[src/rtl/vid_stream_pkg.sv]
// rtl/vid_stream_pkg.sv - shared video geometry defaults, coordinate width and framer state type
package vid_stream_pkg;

  localparam int IMG_WIDTH_DEF  = 1280;
  localparam int IMG_HEIGHT_DEF = 720;
  localparam int COORD_W        = 11;

  localparam logic [COORD_W-1:0] COORD_MAX = '1;

  typedef enum logic [1:0] {
    ST_WAIT_SOF,
    ST_ACTIVE,
    ST_DONE
  } framer_state_e;

  // Counters saturate so a runaway line can never wrap back into the valid range.
  function automatic logic [COORD_W-1:0] sat_inc(input logic [COORD_W-1:0] x);
    return (x == COORD_MAX) ? x : x + 1'b1;
  endfunction

endpackage

[src/rtl/vid_edge_det.sv]
// rtl/vid_edge_det.sv - rise/fall detector against a one-cycle registered copy of the input
module vid_edge_det (
  input  logic clk,
  input  logic rst,
  input  logic sig_i,
  output logic rise_o,
  output logic fall_o
);

  logic sig_q;

  always_ff @(posedge clk or posedge rst) begin
    if (rst) sig_q <= 1'b0;
    else     sig_q <= sig_i;
  end

  assign rise_o = sig_i & ~sig_q;
  assign fall_o = ~sig_i & sig_q;

endmodule

[src/rtl/vid_stream_framer.sv]
// rtl/vid_stream_framer.sv - DE/VS timing to framed pixel stream with geometry checks
// Optional error counters: VID_FRAMER_ERR_CNT_EN
module vid_stream_framer
  import vid_stream_pkg::*;
#(
  parameter int IMG_WIDTH  = IMG_WIDTH_DEF,
  parameter int IMG_HEIGHT = IMG_HEIGHT_DEF,
  parameter int DATA_WIDTH = 8,
  parameter int VS_POL     = 1
) (
  input  logic                  clk,
  input  logic                  rst,
  input  logic                  vs_i,
  input  logic                  de_i,
  input  logic [DATA_WIDTH-1:0] r_i,
  input  logic [DATA_WIDTH-1:0] g_i,
  input  logic [DATA_WIDTH-1:0] b_i,
  input  logic                  clr_err_i,
  output logic                  valid_o,
  output logic                  eof_o,
  output logic [COORD_W-1:0]    h_cnt_o,
  output logic [COORD_W-1:0]    v_cnt_o,
  output logic [DATA_WIDTH-1:0] r_o,
  output logic [DATA_WIDTH-1:0] g_o,
  output logic [DATA_WIDTH-1:0] b_o,
`ifdef VID_FRAMER_ERR_CNT_EN
  output logic [15:0]           line_err_cnt_o,
  output logic [15:0]           frame_err_cnt_o,
`endif
  output logic                  line_err_o,
  output logic                  frame_err_o
);

  localparam logic [COORD_W-1:0] W_C    = COORD_W'(IMG_WIDTH);
  localparam logic [COORD_W-1:0] H_C    = COORD_W'(IMG_HEIGHT);
  localparam logic [COORD_W-1:0] LAST_H = COORD_W'(IMG_WIDTH - 1);
  localparam logic [COORD_W-1:0] LAST_V = COORD_W'(IMG_HEIGHT - 1);

  logic vs_act, vs_rise, de_fall;
  logic unused_edges_rise, unused_edges_fall;

  assign vs_act = (VS_POL != 0) ? vs_i : ~vs_i;

  vid_edge_det u_vs_edge (
    .clk    (clk),
    .rst    (rst),
    .sig_i  (vs_act),
    .rise_o (vs_rise),
    .fall_o (unused_edges_fall)
  );

  vid_edge_det u_de_edge (
    .clk    (clk),
    .rst    (rst),
    .sig_i  (de_i),
    .rise_o (unused_edges_rise),
    .fall_o (de_fall)
  );

  framer_state_e      state_q, state_d, cur_state;
  logic [COORD_W-1:0] h_q, h_d, cur_h;
  logic [COORD_W-1:0] v_q, v_d, cur_v;
  logic               fwd_d, eof_d, line_set, frame_set;

  // A vs edge restarts the frame before this cycle's pixel is classified.
  assign cur_state = vs_rise ? ST_ACTIVE : state_q;
  assign cur_h     = vs_rise ? '0 : h_q;
  assign cur_v     = vs_rise ? '0 : v_q;

  always_comb begin
    state_d   = cur_state;
    h_d       = cur_h;
    v_d       = cur_v;
    fwd_d     = 1'b0;
    eof_d     = 1'b0;
    line_set  = 1'b0;
    frame_set = vs_rise && (state_q == ST_ACTIVE) && ((h_q != '0) || (v_q != '0));
    case (cur_state)
      ST_ACTIVE: begin
        if (de_i) begin
          h_d = sat_inc(cur_h);
          if (cur_h >= W_C) line_set = 1'b1;
          if (cur_v >= H_C) frame_set = 1'b1;
          if ((cur_h < W_C) && (cur_v < H_C)) begin
            fwd_d = 1'b1;
            if ((cur_h == LAST_H) && (cur_v == LAST_V)) begin
              eof_d   = 1'b1;
              state_d = ST_DONE;
            end
          end
        end else if (de_fall && !vs_rise) begin
          line_set = (cur_h != W_C);
          h_d      = '0;
          v_d      = sat_inc(cur_v);
        end
      end
      ST_DONE: begin
        if (de_i) frame_set = 1'b1;
      end
      default: ;
    endcase
  end

  logic                  valid_q, eof_q, line_err_q, frame_err_q;
  logic [COORD_W-1:0]    h_out_q, v_out_q;
  logic [DATA_WIDTH-1:0] r_q, g_q, b_q;

  always_ff @(posedge clk or posedge rst) begin
    if (rst) begin
      state_q     <= ST_WAIT_SOF;
      h_q         <= '0;
      v_q         <= '0;
      valid_q     <= 1'b0;
      eof_q       <= 1'b0;
      h_out_q     <= '0;
      v_out_q     <= '0;
      r_q         <= '0;
      g_q         <= '0;
      b_q         <= '0;
      line_err_q  <= 1'b0;
      frame_err_q <= 1'b0;
    end else begin
      state_q     <= state_d;
      h_q         <= h_d;
      v_q         <= v_d;
      valid_q     <= fwd_d;
      eof_q       <= eof_d;
      r_q         <= r_i;
      g_q         <= g_i;
      b_q         <= b_i;
      if (fwd_d) begin
        h_out_q <= cur_h;
        v_out_q <= cur_v;
      end
      line_err_q  <= clr_err_i ? 1'b0 : (line_err_q | line_set);
      frame_err_q <= clr_err_i ? 1'b0 : (frame_err_q | frame_set);
    end
  end

  assign valid_o     = valid_q;
  assign eof_o       = eof_q;
  assign h_cnt_o     = h_out_q;
  assign v_cnt_o     = v_out_q;
  assign r_o         = r_q;
  assign g_o         = g_q;
  assign b_o         = b_q;
  assign line_err_o  = line_err_q;
  assign frame_err_o = frame_err_q;

`ifdef VID_FRAMER_ERR_CNT_EN
  logic [15:0] line_cnt_q, frame_cnt_q;

  always_ff @(posedge clk or posedge rst) begin
    if (rst) begin
      line_cnt_q  <= '0;
      frame_cnt_q <= '0;
    end else if (clr_err_i) begin
      line_cnt_q  <= '0;
      frame_cnt_q <= '0;
    end else begin
      if (line_set && (line_cnt_q != 16'hFFFF))   line_cnt_q  <= line_cnt_q + 16'd1;
      if (frame_set && (frame_cnt_q != 16'hFFFF)) frame_cnt_q <= frame_cnt_q + 16'd1;
    end
  end

  assign line_err_cnt_o  = line_cnt_q;
  assign frame_err_cnt_o = frame_cnt_q;
`else
  // Event counters compiled out; the sticky flags above remain the only error report.
`endif

endmodule

[config.mk]
export PLATFORM = sky130hd
export DESIGN_NAME = vid_stream_framer
export DESIGN_NICKNAME = d
export VERILOG_FILES = /design/src/rtl/vid_stream_pkg.sv /design/src/rtl/vid_edge_det.sv /design/src/rtl/vid_stream_framer.sv
export SDC_FILE = /design/constraint.sdc
export NUM_CORES = 1
export LEC_CHECK = 0
export BUFFER_PORTS_ARGS = -buffer_cell sky130_fd_sc_hd__buf_2
export CAP_MARGIN = 20
export CELL_PAD_IN_SITES_DETAIL_PLACEMENT = 2
export CELL_PAD_IN_SITES_GLOBAL_PLACEMENT = 2
export CORE_UTILIZATION = 35
export CTS_CLUSTER_SIZE = 24
export DETAILED_ROUTE_END_ITERATION = 16
export PLACE_DENSITY = 0.85
export SYNTH_ARGS = -nofsm -noshare
export SYNTH_HDL_FRONTEND = slang
export SYNTH_SLANG_ARGS = --single-unit
[constraint.sdc]
create_clock -name clk -period 4.2 [get_ports clk]
set_clock_uncertainty 0.05 [all_clocks]
set_input_delay 0.84 -clock clk [delete_from_list [all_inputs] [get_ports clk]]
set_output_delay 0.84 -clock clk [all_outputs]
set_load 0.01 [all_outputs]
==> summary.txt <==
Route
  – Routed length per instance: 20.0 um
  – Drt initial violations: 137
  – Vias per cell: 5.39
  – DRT antenna net count: 0
  – Pre-antenna DRT Iters: 8
  – Routed vias: 2691
  – Routed WL: 9960 um
  – DRC viols: 0

Timing
  – Min cycle time layout: 3230 ps
  – Fin. Hold Viols: 0
  – Final Cycle Share: 77.0%
  – Final setup vio count: 0
  – Unrepaired setup endpoints after global routing: false
  – Slew at the pin closest to its max-slew limit: 959 ps
  – Fmax: 309 MHz
  – Worst Slack Setup Final: 967 ps
  – Worst hold slack: 432 ps
  – Slew HR: 36.0%
  – Final setup TNS: 0 ps
  – Max-slew violation count: 0

Hold path
  – Type of the worst min-delay path: register to register

Yosys
  – Post-synthesis mux area share: 2.54%
  – Mapped Avg Cell Area: 10.4 sq um
  – Simple-gate area share of the yosys netlist: 21.3%
  – Sequential area share after synthesis: 58.6%
  – Number of synthesized flops with an enable pin: 0
  – Synth Net Count: 346
  – Post-synthesis cell area: 3250 sq um
  – Number of synthesized register bits: 76
  – Dominant synthesized flop cell: dfrtp_1
  – Largest family of logic cells by synthesized area: simple AND/OR/NAND/NOR gates
  – Ys async rst share: 100%
  – Post-synthesis xor/xnor area fraction: 1.08%
  – Adder-cell share of the synthesized area: 2.31%
  – Compound-cell area share of the yosys netlist: 9.71%
  – Number of synthesis warnings: 0
  – Yosys cell types: 50
  – Cells after Synth: 311

Finish
  – Layout cells sized above 1: 27.9%
  – FF+latch area: 1900 sq um
  – Synth-to-Final Area Change: 21.2%
  – Final nets: 421
  – Ant diodes: 0
  – Fillers: 961
  – Most common cell after layout, fill and taps aside: buf_2
  – Most frequent cells in the layout: buf_2 (78), dfrtp_1 (76), nand2_1 (65)
  – Area of the multi-input gates: 1200 sq um

GRT
  – Pin count of the biggest net entering global routing: 77
  – Grt total ovfl: 0
  – Number of global-route vias before repair: 3022
  – Total track usage: 22.5%
  – Initial antenna violation count: 0
  – First-pass GRT wire length: 16700 um

Place
  – Final GP Congestion: 0.825
  – Post-place setup slack: 612 ps
  – Hpwl dp: 6850 um
  – # port buffers: 78

Clocking
  – Post-CTS Repair Setup Buffers: 0
  – Clock Tree Root: clkbuf_8
  – # clock sinks: 76
  – Clock transition at path regs: 80 ps
  – Cts bufs inserted: 9
  – # hold bufs at CTS: 0
  – Post-cts sizing count: 0
  – TritonCTS clock tree: built
  – CTS H-tree depth: 3
  – CTS Buffer Depth: 2
  – Worst-Skew Late Latency: 370 ps

Critical path
  – WS Path Type: input port to register
  – Crit path max fanout: 41
  – WP data required: 4390 ps
  – Crit end category: register
  – Arr. time, crit path: 3430 ps
  – CP startpoint kind: input port

Floorplan
  – Die area: 9670 sq um
  – Core Footprint: 8850 sq um
  – I/O Pins: 79
  – Initial Utilization: 36.7%
  – Rows: 34
  – Chip width: 98.3 um
  – Die Height: 98.3 um

Power and ir drop
  – Power Density: 406 nW/um^2
  – VDD IR-drop max: 0.227 mV
  – Pwr Total: 1.60 mW
  – Leak pwr: 1.97 nW

Outcome
  – Status: complete, no violations

Run
  – MaxCap Viol Count: 0
==> metal layers <==
layer,vias to the layer above,global-route usage [%],part of all wire (%)
li1,1238,-,-
met1,1374,28.4,44
met2,68,38.5,51
met3,11,4.72,3.8
met4,0,7.69,1.4
met5,-,0,0
==> layout make-up <==
cell class,count,area share (%)
flip-flops and latches,76,48.3
multi-input cells,206,30.5
repair buffers,83,10.9
clock buffers,10,3.50
well taps,108,3.43
clock inverters,6,2.38
inverters,10,1.02
==> registers in the layout (all words and copies together), names as in the netlist <==
name and count:
line_err_o 1, r_o 8, eof_o 1, u_de_edge.sig_q 1, valid_o 1, state_q 2, v_q 11, b_o 8
g_o 8, v_cnt_o 11, h_cnt_o 11, h_q 11, u_vs_edge.sig_q 1, frame_err_o 1
==> power by group <==
group	total, mW	internal, mW	switching [mW]
Combinational	0.159	0.0576	0.101
Sequential	0.787	0.764	0.0226
Clock	0.652	0.356	0.296
==> Yosys cell counts, drive strengths merged, types with 3 or more instances <==
cell type / count / area share [%]
dfrtp: 76 / 59
and3: 4 / 0.92
nor3: 9 / 1.4
nand2: 65 / 7.5
nand3: 10 / 1.5
nor4: 8 / 1.7
and4: 4 / 1.1
clkbuf: 8 / 0.92
and2: 5 / 0.96
a31oi: 5 / 0.96
or4: 3 / 0.81
o31ai: 3 / 0.85
nor2: 12 / 1.4
inv: 10 / 1.2
mux2i: 6 / 1.8
a21oi: 6 / 0.92
o21ai: 22 / 3.4
buf: 11 / 2.3
xnor2: 3 / 0.81
nand4: 10 / 1.9
ha: 6 / 2.3
==> worst paths after layout <==
| check | from | endpoint | slack [ps] | cells past startpoint |
|---|---|---|---|---|
| worst max-delay path | vs_i | state_q[0] | 970 | 9 |
| worst min-delay path | h_cnt_o[4] | h_cnt_o[4] | 430 | 2 |
| worst max register to register | u_vs_edge.sig_q | state_q[0] | 1070 | 8 |
| worst min register to register | h_cnt_o[4] | h_cnt_o[4] | 430 | 2 |
| max in group asynchronous | rst | v_cnt_o[10] | 2750 | 3 |
| min in group asynchronous | rst | v_cnt_o[2] | 720 | 3 |
==> critical path: stages <==
cell and delay (ps):
buf_2 100, nand2b_1 320, nand2_1 230, ha_1 470, nand2_1 250, or4_4 820, inv_4 150, and3_4 190
nor2_1 40
==> through the flow <==
stage          cells  cell area (sq um)  utilization, %
2_1_floorplan    311               3250               -
3_3_place_gp     483               3700            41.9
3_5_place_dp     483               3700            41.9
4_1_cts          499               3940            44.5
5_1_grt          499               3940            44.5
6_report         499               3940            44.5
==> cells by family (layout without fill, tap and decap cells) <==
logic type	count (synthesis)	in the layout
AOI/OAI and AO/OA	49	49
xor gates and xnor gates	4	4
adders and majority gates	6	6
buffers and inverters	29	109
DFF	76	76
muxes	8	8
and+or+nand+nor	139	139
No activity file was read; power rests on OpenSTA's default activity.
